===== src/rtl/wb_cmd_master.sv =====
// ---------------------------------------------------------------------------
// wb_cmd_master
//   Wishbone classic initiator for the Vthernet CSR / RX-memory slave.
//   Accepts single read/write commands on a valid/ready stream, runs exactly
//   one bus cycle per command, and returns read data and status on a
//   valid/ready response stream. Only one transaction is outstanding at a
//   time. A bus cycle without ack is aborted after TIMEOUT_CYCLES cycles.
//
// Parameters
//   TIMEOUT_CYCLES : BUS-state cycles without ack before abort (0 = never)
//   STB_ONE_SHOT   : 1 = stb only in the first BUS cycle, 0 = stb follows cyc
//
// Ports
//   wb_clk_i, wb_rst_ni          clock, asynchronous active-low reset
//   cmd_valid_i / cmd_ready_o    command handshake
//   cmd_we_i, cmd_adr_i,
//   cmd_dat_i, cmd_sel_i         command payload (write flag, byte address,
//                                write data, byte selects)
//   rsp_valid_o / rsp_ready_i    response handshake
//   rsp_dat_o, rsp_err_o         read data (0 for writes/errors), timeout flag
//   wbm_*                        Wishbone classic initiator signals
// ---------------------------------------------------------------------------
module wb_cmd_master #(
    parameter int unsigned TIMEOUT_CYCLES = 255,
    parameter bit          STB_ONE_SHOT   = 1'b1
) (
    input  logic        wb_clk_i,
    input  logic        wb_rst_ni,

    input  logic        cmd_valid_i,
    output logic        cmd_ready_o,
    input  logic        cmd_we_i,
    input  logic [31:0] cmd_adr_i,
    input  logic [31:0] cmd_dat_i,
    input  logic [3:0]  cmd_sel_i,

    output logic        rsp_valid_o,
    input  logic        rsp_ready_i,
    output logic [31:0] rsp_dat_o,
    output logic        rsp_err_o,

    output logic        wbm_cyc_o,
    output logic        wbm_stb_o,
    output logic        wbm_we_o,
    output logic [3:0]  wbm_sel_o,
    output logic [31:0] wbm_adr_o,
    output logic [31:0] wbm_dat_o,
    input  logic        wbm_ack_i,
    input  logic [31:0] wbm_dat_i
);

    typedef enum logic [1:0] {
        S_IDLE = 2'd0,
        S_BUS  = 2'd1,
        S_RESP = 2'd2
    } state_t;

    localparam int unsigned CNT_W = (TIMEOUT_CYCLES > 1) ? $clog2(TIMEOUT_CYCLES) : 1;
    localparam logic [CNT_W-1:0] CNT_LAST = CNT_W'(TIMEOUT_CYCLES - 1);

    state_t             state_q, state_d;
    logic [CNT_W-1:0]   cnt_q, cnt_d;

    logic               cmd_ready_d;
    logic               cyc_d, stb_d, we_d;
    logic [3:0]         sel_d;
    logic [31:0]        adr_d, dat_d;
    logic               rsp_valid_d, rsp_err_d;
    logic [31:0]        rsp_dat_d;

    // Next-state / next-output logic.
    // NOTE: every signal gets a default before the case; a path that leaves
    // one unassigned would infer a latch.
    always_comb begin
        state_d     = state_q;
        cnt_d       = cnt_q;
        cmd_ready_d = 1'b0;
        cyc_d       = wbm_cyc_o;
        stb_d       = wbm_stb_o;
        we_d        = wbm_we_o;
        sel_d       = wbm_sel_o;
        adr_d       = wbm_adr_o;
        dat_d       = wbm_dat_o;
        rsp_valid_d = rsp_valid_o;
        rsp_dat_d   = rsp_dat_o;
        rsp_err_d   = rsp_err_o;

        unique case (state_q)
            S_IDLE: begin
                // Ready rises one cycle after IDLE is (re-)entered, so a
                // command is never taken on the same edge that ends RESP.
                cmd_ready_d = 1'b1;
                if (cmd_ready_o && cmd_valid_i) begin
                    cmd_ready_d = 1'b0;
                    we_d        = cmd_we_i;
                    adr_d       = cmd_adr_i;
                    dat_d       = cmd_dat_i;
                    sel_d       = cmd_sel_i;
                    cyc_d       = 1'b1;
                    stb_d       = 1'b1;
                    cnt_d       = '0;
                    state_d     = S_BUS;
                end
            end

            S_BUS: begin
                if (STB_ONE_SHOT) begin
                    stb_d = 1'b0;
                end
                if (wbm_ack_i) begin
                    // Ack beats a timeout expiring on the same edge.
                    cyc_d       = 1'b0;
                    stb_d       = 1'b0;
                    rsp_dat_d   = wbm_we_o ? 32'h0 : wbm_dat_i;
                    rsp_err_d   = 1'b0;
                    rsp_valid_d = 1'b1;
                    state_d     = S_RESP;
                end else if (TIMEOUT_CYCLES != 0) begin
                    if (cnt_q == CNT_LAST) begin
                        cyc_d       = 1'b0;
                        stb_d       = 1'b0;
                        rsp_dat_d   = 32'h0;
                        rsp_err_d   = 1'b1;
                        rsp_valid_d = 1'b1;
                        state_d     = S_RESP;
                    end else begin
                        cnt_d = cnt_q + CNT_W'(1);
                    end
                end
            end

            S_RESP: begin
                if (rsp_ready_i) begin
                    rsp_valid_d = 1'b0;
                    we_d        = 1'b0;
                    sel_d       = 4'h0;
                    adr_d       = 32'h0;
                    dat_d       = 32'h0;
                    state_d     = S_IDLE;
                end
            end

            default: begin
                state_d = S_IDLE;
            end
        endcase
    end

    // State and registered outputs. Asynchronous reset drops cyc/stb at once
    // and discards any transaction in flight.
    // NOTE: sequential state uses non-blocking assignments so every register
    // samples pre-edge values regardless of statement order.
    always_ff @(posedge wb_clk_i or negedge wb_rst_ni) begin
        if (!wb_rst_ni) begin
            state_q     <= S_IDLE;
            cnt_q       <= '0;
            cmd_ready_o <= 1'b0;
            wbm_cyc_o   <= 1'b0;
            wbm_stb_o   <= 1'b0;
            wbm_we_o    <= 1'b0;
            wbm_sel_o   <= 4'h0;
            wbm_adr_o   <= 32'h0;
            wbm_dat_o   <= 32'h0;
            rsp_valid_o <= 1'b0;
            rsp_dat_o   <= 32'h0;
            rsp_err_o   <= 1'b0;
        end else begin
            state_q     <= state_d;
            cnt_q       <= cnt_d;
            cmd_ready_o <= cmd_ready_d;
            wbm_cyc_o   <= cyc_d;
            wbm_stb_o   <= stb_d;
            wbm_we_o    <= we_d;
            wbm_sel_o   <= sel_d;
            wbm_adr_o   <= adr_d;
            wbm_dat_o   <= dat_d;
            rsp_valid_o <= rsp_valid_d;
            rsp_dat_o   <= rsp_dat_d;
            rsp_err_o   <= rsp_err_d;
        end
    end

endmodule

===== config.mk =====
export PLATFORM = sky130hd
export DESIGN_NAME = wb_cmd_master
export DESIGN_NICKNAME = d
export VERILOG_FILES = /design/src/rtl/wb_cmd_master.sv
export SDC_FILE = /design/constraint.sdc
export NUM_CORES = 1
export LEC_CHECK = 0
export ABC_AREA = 1
export CORE_ASPECT_RATIO = 0.7
export CORE_MARGIN = 2
export CORE_UTILIZATION = 30
export DETAILED_ROUTE_END_ITERATION = 16
export HOLD_SLACK_MARGIN = 0.15
export PLACE_DENSITY = 0.62
export SETUP_SLACK_MARGIN = 0.1
export SLEW_MARGIN = 20
export SYNTH_ARGS = -nofsm -noshare
export SYNTH_HDL_FRONTEND = slang
export SYNTH_SLANG_ARGS = --single-unit

===== constraint.sdc =====
create_clock -name wb_clk_i -period 3.65 [get_ports wb_clk_i]
set_clock_uncertainty 0.05 [all_clocks]
set_input_delay 0.5475 -clock wb_clk_i [delete_from_list [all_inputs] [get_ports wb_clk_i]]
set_output_delay 0.5475 -clock wb_clk_i [all_outputs]
set_load 0.03 [all_outputs]

---- Yosys cells after proc, flatten, opt, wreduce, memory -nomap -nowiden ----
Cells that the tools add are included.
word-level totals
  flip-flop bits (word level) ............. 116
cells by class
  reductions and logical operators ........ 13
  add/subtract/negate cells ............... 1
  muxes and demuxes ....................... 34
  eq/ne operators ......................... 8
operators by type and width
  operator                                                               count
  32-bit two-way mux                                                     6
  32-bit one-hot mux with 2 select lines                                 2
  8-bit two-way mux                                                      3
  8-bit one-hot mux with 2 select lines                                  1
  3-bit AND reduction                                                    4
  1-bit two-way mux                                                      10
  8-bit by 1-bit adder with 8-bit output, second input constant          1
  8-bit equality test, second input constant                             1
  2-bit two-way mux                                                      4
  4-bit two-way mux                                                      2
  2-bit inequality test, second input constant                           4
  1-bit one-hot mux with 2 select lines                                  4
  4-bit one-hot mux with 2 select lines                                  1
  2-bit nonzero test                                                     4
  2-bit one-hot mux with 3 select lines                                  1
  2-bit AND reduction                                                    2
  4-bit AND reduction                                                    1
  3-bit inequality test, second input constant                           1
  2-bit by 1-bit equality test with 1-bit output, second input constant  1
  2-bit equality test, second input constant                             1
  2-bit logical NOT                                                      1
  1-bit logical AND                                                      1

---- Depth between registers and ports, before layout ----
Gate-level depths: netlist (run 1).
  depth in word-level cells ............... 4
  mapped depth ............................ 9
  gate-level depth less buffers ........... 9

---- Worst setup path before layout (run 1) ----
No wires, ideal clock.
  path kind ............................... register to register
  start ................................... reg cnt_q[0]
  end ..................................... reg rsp_dat_o[10]
  setup time .............................. 0.119 ns
  path slack .............................. 2.255 ns
  path buffers ............................ 1
  data required time ...................... 3.481 ns
  arrival ................................. 1.227 ns
  cell stages (with the launch flop) ...... 9
  path through ............................ dfrtp_1 inv_1 ha_1 inv_1 nor2_2 nand3_4 buf_6 nand3_1 nand2_1
on the way
  word-level cells in the longest chain between the ends .. 3
ends and longest elaborated chain
  element                               line  text
  from (decl)                           62    logic [CNT_W-1:0] cnt_q, cnt_d;
  from (signal assigned)                169   cnt_q <= cnt_d;
  8-bit equality test                   119   if (cnt_q == CNT_LAST) begin
  2-bit nonzero test (no source line)   -
  2-bit AND reduction (no source line)  -
  to (signal assigned)                  178   rsp_dat_o <= rsp_dat_d;
  to (decl)                             39    output logic [31:0] rsp_dat_o,
No other way between the ends.
A chain may end at the register's enable or synchronous reset.

---- Final worst setup path (run 1) ----
  start ................................... reg wbm_we_o
  end ..................................... out wbm_we_o
RTL lines
  element                 line  text
  from (decl)             44    output logic wbm_we_o,
  from (signal assigned)  173   wbm_we_o <= we_d;
No word-level cell between the ends.

==> metrics.yaml, run 1 <==
outcome: "complete, no violations"
fin_cells: 980
drt_wl_total_um: 13400
cts.path.max_buffers: 2
synth_top_area_share_pct: 57.3
worst_pin_slew_ns: 0.730
die_x_um: 159
final_max_slew_viol_count: 0
multiInputGateArea_um2: 1570
layout.area.seq_um2: 2900
placed_cells: 948
ys_warn_count: 0
fillers: 1545
io_pins: 212
place_area_um2: 7220
grt_pass1_wl_um: 22300
cts.sinks: 116
worstSetupEndpointType: "output port"
drc: 0
cp-start-kind: "flop"
post-cts-setup-buffers: 0
finalCritPeriodShare_pct: 60.7
avgSynthCellArea_um2: 9.34
yosys.area.top_type: "dfrtp_1"
post_cts_resized: 0
hold_class: "in2async"
antenna_found_initial: 1
numPortBuffers: 211
root_buffer: "clkbuf_16"
htreeDepth: 4
hold_viol: 0
syn_nets: 650
cts_made_buffers: 17
ys_ff_latch: 116
cts_hold_buf: 0
area_growth_pct: 54.5
maxCapViolations: 0
path_class: "reg2out"
post-route-min-period_ns: 2.22
ys_seq_area_share_pct: 57.3
synthTopCellsByArea: "dfrtp_1 57%, nand3_1 11%, nand2_1 6.5%"
vias_per_cell: 4.38
tritoncts: "yes"
grt-ovfl-total: 0
fin_nets: 850
syn_inst: 542
drtPass1Iterations: 4
crit_fanout: 3
drt_iter0_drc: 235
drive_gt1_share_pct: 7.43
synthDistinctLibCells: 29
critPathTopFamily: "buffers and inverters"
gp_congestion: 0.778
grt_setup_unrepaired: "false"
start_util_pct: 30.9
synth_area_um2: 5060
clock_latency_ns: 0.40
rows: 39
first_global_vias: 4432
gr-usage-all-layers_pct: 15.6
ir_drop_mv: 0.399
cp_cell_sequence: "clkdlybuf4s50_1"
grt_max_degree: 111
design_area_um2: 7830
slowest_stage: "clkdlybuf4s50_1"
max_stage_delay_ns: 0.75
dieHeight_um: 113
die-area_um2: 18000
max_freq_mhz: 451
clk_pin_slew_ns: 0.05
crit_buf_inv: 1
totalNegativeSetupSlack_ns: 0
fp.coreArea_um2: 16400
worstPathArrival_ns: 1.62
slew_headroom_pct: 51.3
setup_viol: 0
routedWlPerCell_um: 13.7
powerDensity_nw_per_um2: 918
place_hpwl_um: 9430
cp_data_required_time_ns: 3.05
ant_nets: 0
p_leak_nw: 3.71
num_vias: 4296
[metal layers]
layer	share of wire, %	GRT usage (%)	up-vias
met2	44	23.0	142
met1	47	21.2	1990
met3	7.4	5.79	17
li1	-	-	2147
met4	1.3	5.09	0
met5	0	0	-
[layout by cell type (no fill, tap or decap), types with 7 or more instances in the layout]
cell type	instances
clkdlybuf4s50_1	210
dfrtp_1	116
nand3_1	114
nand2_1	87
inv_1	80
o21ai_1	51
o21ai_0	20
clkbuf_16	17
nand2_2	13
nor2_1	7
[worst paths after layout]
check / startpoint / end / slack, ns / depth (start not counted)
setup / recovery: wbm_we_o / wbm_we_o / 1.43 / 1
hold / removal: wb_rst_ni / wbm_adr_o[8] / 0.14 / 1
setup reg to reg: state_q[0] / wbm_dat_o[18] / 1.79 / 5
hold reg to reg: rsp_dat_o[3] / rsp_dat_o[3] / 0.45 / 2
max in group asynchronous: wb_rst_ni / cnt_q[3] / 2.63 / 2
min in group wb_clk_i: rsp_dat_o[3] / rsp_dat_o[3] / 0.45 / 2
[logic make-up after synthesis]
| family | count (synthesis) | synth area share [%] |
|---|---|---|
| AND/OR/NAND/NOR | 234 | 22.6 |
| flip-flops | 116 | 57.3 |
| AO/OA/AOI/OAI | 76 | 7.73 |
| adder cells (fa/ha/maj) | 2 | 0.494 |
| buffers and inverters | 114 | 11.9 |
[state kept, by name, summed over array words and instances (netlist names)]
| register | flops |
|---|---|
| rsp_dat_o | 32 |
| wbm_adr_o | 32 |
| wbm_dat_o | 32 |
| cnt_q | 8 |
| wbm_sel_o | 4 |
| state_q | 2 |
| cmd_ready_o | 1 |
| rsp_err_o | 1 |
| rsp_valid_o | 1 |
| wbm_cyc_o | 1 |
| wbm_stb_o | 1 |
| wbm_we_o | 1 |
[cells in the mapped netlist (all sizes together)]
| cell type | instances |
|---|---|
| nand3b | 1 |
| dfrtp | 116 |
| buf | 31 |
| a21oi | 1 |
| nor2 | 11 |
| nor3b | 2 |
| o21ai | 71 |
| ha | 2 |
| inv | 81 |
| a21boi | 1 |
| nand2 | 102 |
| nand3 | 117 |
| clkbuf | 2 |
| nand4 | 1 |
| o311ai | 1 |
| o21bai | 2 |
[report_power, final]
part	internal, mW	switching (mW)
registers	1.84	0.349
logic	1.33	1.98
clock network	1.12	0.561
total	4.29	2.89
[through the flow]
step | power (mW) | hold slack (ns) | worst slack (ns) | util [%]
2_1_floorplan | 4.17 | 0.202 | 2.25 | -
3_3_place_gp | 5.48 | 0.423 | 1.41 | 44.0
3_5_place_dp | 5.54 | 0.423 | 1.31 | 44.0
4_1_cts | 7.27 | 0.167 | 1.41 | 47.7
5_1_grt | 7.60 | 0.201 | 1.39 | 47.7
6_report | 7.18 | 0.136 | 1.43 | 47.7
[layout make-up]
type	count	share of cell area, %
antenna	1	0.0320
clock buffer	22	6.06
clock inverter	9	1.63
inverter	81	3.95
multi-input combinational	312	20.1
sequential	116	37.1
tap	225	3.60
timing repair buffer	214	27.6
Note: power is estimated with default switching activity, not from simulation.
==> run 2: changes to the inputs <==
==> constraint.sdc (replaced) <==
create_clock -name wb_clk_i -period 2.3 [get_ports wb_clk_i]
set_clock_uncertainty 0.05 [all_clocks]
set_input_delay 0.345 -clock wb_clk_i [delete_from_list [all_inputs] [get_ports wb_clk_i]]
set_output_delay 0.345 -clock wb_clk_i [all_outputs]
set_load 0.03 [all_outputs]
==> run 2 against run 1 <==
Net effect:
- sequential power increased by 58%
- flip-flop and latch count stayed put
- cell count is 0.31% higher
- global-route usage rose by 0.13 points
- utilization increased by 0.15 points
- sequential share of layout area shrank 0.12 points
- non-clock buffer count up 3
- first-iteration DRC count grew 34%
- cell area rose by 0.32%
- clock power grew 57%
- critical path depth did not move
- register-to-register slack got worse by 1.2 ns
- critical path type unchanged
- largest cell class unchanged
- largest power group unchanged
==> metrics.yaml, run 2 (synthesis results as in run 1) <==
outcome: "complete, no violations"
post-route-min-period_ns: 1.98
crit_fanout: 3  # unchanged
fillers: 1557  # +0.78%
dieHeight_um: 113  # unchanged
powerDensity_nw_per_um2: 1450  # +58%
slowest_stage: "clkdlybuf4s50_1"
num_vias: 4411  # +2.7%
antenna_cells: 0  # -1
drtPass1Iterations: 6  # +2
place_hpwl_um: 9680  # +2.7%
vias_per_cell: 4.49  # +2.4%
slew_headroom_pct: 52.2  # +0.85 points
grt_max_degree: 117  # +5.4%
finalCritPeriodShare_pct: 86.2
rows: 39  # unchanged
hold_viol: 0  # unchanged
clock_latency_ns: 0.40  # about the same
die-area_um2: 18000  # unchanged
root_buffer: "clkbuf_16"
max_freq_mhz: 504
area_growth_pct: 55.0
cp_cell_sequence: "clkdlybuf4s50_1"
drive_gt1_share_pct: 7.92  # +0.49 points
crit_buf_inv: 1  # unchanged
path_class: "reg2out"
htreeDepth: 4  # unchanged
routedWlPerCell_um: 14.2  # +3.9%
setup_viol: 0  # unchanged
grt_pass1_wl_um: 22600  # +1.1%
fp.coreArea_um2: 16400  # unchanged
numPortBuffers: 211  # unchanged
io_pins: 212  # unchanged
intPower_mw: 6.71  # +56%
gr-usage-all-layers_pct: 15.7  # +0.13 points
p_comb_share_pct: 46.6  # +0.5 points
grt_setup_unrepaired: "false"
clkPwrFrac_pct: 23.0  # -0.4 points
tritoncts: "yes"
cts.sinks: 116  # unchanged
first_global_vias: 4355  # -1.7%
power_switching_mw: 4.71  # +63%
grt-ovfl-total: 0  # unchanged
p_leak_nw: 3.72  # +0.31%
post-cts-setup-buffers: 0  # unchanged
die_x_um: 159  # unchanged
reg_top3: "rsp_dat_o: 32 flops, wbm_adr_o: 32 flops, wbm_dat_o: 32 flops"
cts_hold_buf: 1  # +1
post_cts_resized: 0  # unchanged
max_stage_delay_ns: 0.73  # -0.02 ns
netSwitchingFraction_pct: 41.2  # +1.0 points
final_cell_mix: "210 x clkdlybuf4s50_1, 116 x dfrtp_1, 114 x nand3_1, 87 x nand2_1, 80 x inv_1"
hold_class: "in2reg"
drc: 0  # unchanged
totalNegativeSetupSlack_ns: 0  # unchanged
worst_pin_slew_ns: 0.717  # -0.0127 ns
drt_wl_total_um: 13900  # +4.2%
cp_data_required_time_ns: 1.90  # -1.15 ns
fin_nets: 853  # +0.35%
worstSetupEndpointType: "output port"
power_mw: 11.4  # +59%
final_max_slew_viol_count: 0  # unchanged
clk_pin_slew_ns: 0.06  # about the same
gp_congestion: 0.808  # +3.9%
cts_made_buffers: 17  # unchanged
p_seq_share_pct: 30.4  # about the same
critPathTopFamily: "buffers and inverters"
cp-start-kind: "flop"
worstPathArrival_ns: 1.59  # -0.03 ns
drt_iter0_drc: 315  # +34%
final_common_cell: "clkdlybuf4s50_1"
ir_drop_mv: 0.735  # +84%
ant_nets: 0  # unchanged
cts.path.max_buffers: 2  # unchanged
maxCapViolations: 0  # unchanged
antenna_found_initial: 1  # unchanged
start_util_pct: 30.9  # unchanged
[run 2: cell count changes in the layout (fill, tap and decap cells not counted), sizes merged]
cell	previous run	this run
clkbuf	22	19
buf	4	6
diode	1	0
bufinv	3	2
clkinv	3	4
inv	81	85
dlygate4sd3	0	1
[run 2: through the flow]
stage	setup slack, ns	cell area (um2)	hold WS [ns]	util, %	cells
floorplan	0.905	5060	-0.000591	-	542
global placement	0.404	7250	0.422	44.2	950
detailed placement	0.336	7250	0.428	44.2	950
CTS	0.273	7850	0.401	47.9	983
global route	0.255	7850	0.419	47.9	983
finish	0.317	7850	0.426	47.9	983
[run 2: power by group through the flow]
stage	Combinational (mW)	Clock [mW]	Sequential (mW)
6_report	5.32	2.63	3.47
4_1_cts	5.37	2.70	3.48
3_5_place_dp	5.36	0	3.48
3_3_place_gp	5.28	0	3.45
5_1_grt	5.66	2.79	3.58
2_1_floorplan	1.56	0	5.06
[run 2: final cells by class]
| class | count | area, um2 | area share (%) |
|---|---|---|---|
| inverters | 81 | 309 | 3.94 |
| flip-flops and latches | 116 | 2900 | 37.0 |
| clock inverters | 13 | 149 | 1.90 |
| clock buffers | 19 | 443 | 5.64 |
| repair buffers | 217 | 2190 | 28.0 |
| well taps | 225 | 282 | 3.59 |
| multi-input cells | 312 | 1570 | 20.0 |
[run 2: layer usage]
metal	vias up	part of all wire (%)	global-route usage (%)
met5	-	0	0
met4	0	0.53	3.39
met3	7	7.1	6.20
met2	142	46	23.7
met1	2113	47	21.5
li1	2149	-	-
[run 2: path summary, 6_finish.rpt]
| check | startpoint | end | slack [ns] | cells after the start |
|---|---|---|---|---|
| worst min register to register | wbm_stb_o | wbm_stb_o | 0.44 | 2 |
| max in group asynchronous | wb_rst_ni | rsp_dat_o[0] | 1.14 | 3 |
| min in group asynchronous | wb_rst_ni | wbm_adr_o[6] | 0.46 | 3 |
| worst max-delay path | wbm_we_o | wbm_we_o | 0.32 | 1 |
| worst max register to register | cnt_q[0] | rsp_dat_o[20] | 0.56 | 7 |
| worst min-delay path | cmd_adr_i[7] | wbm_adr_o[7] | 0.43 | 3 |
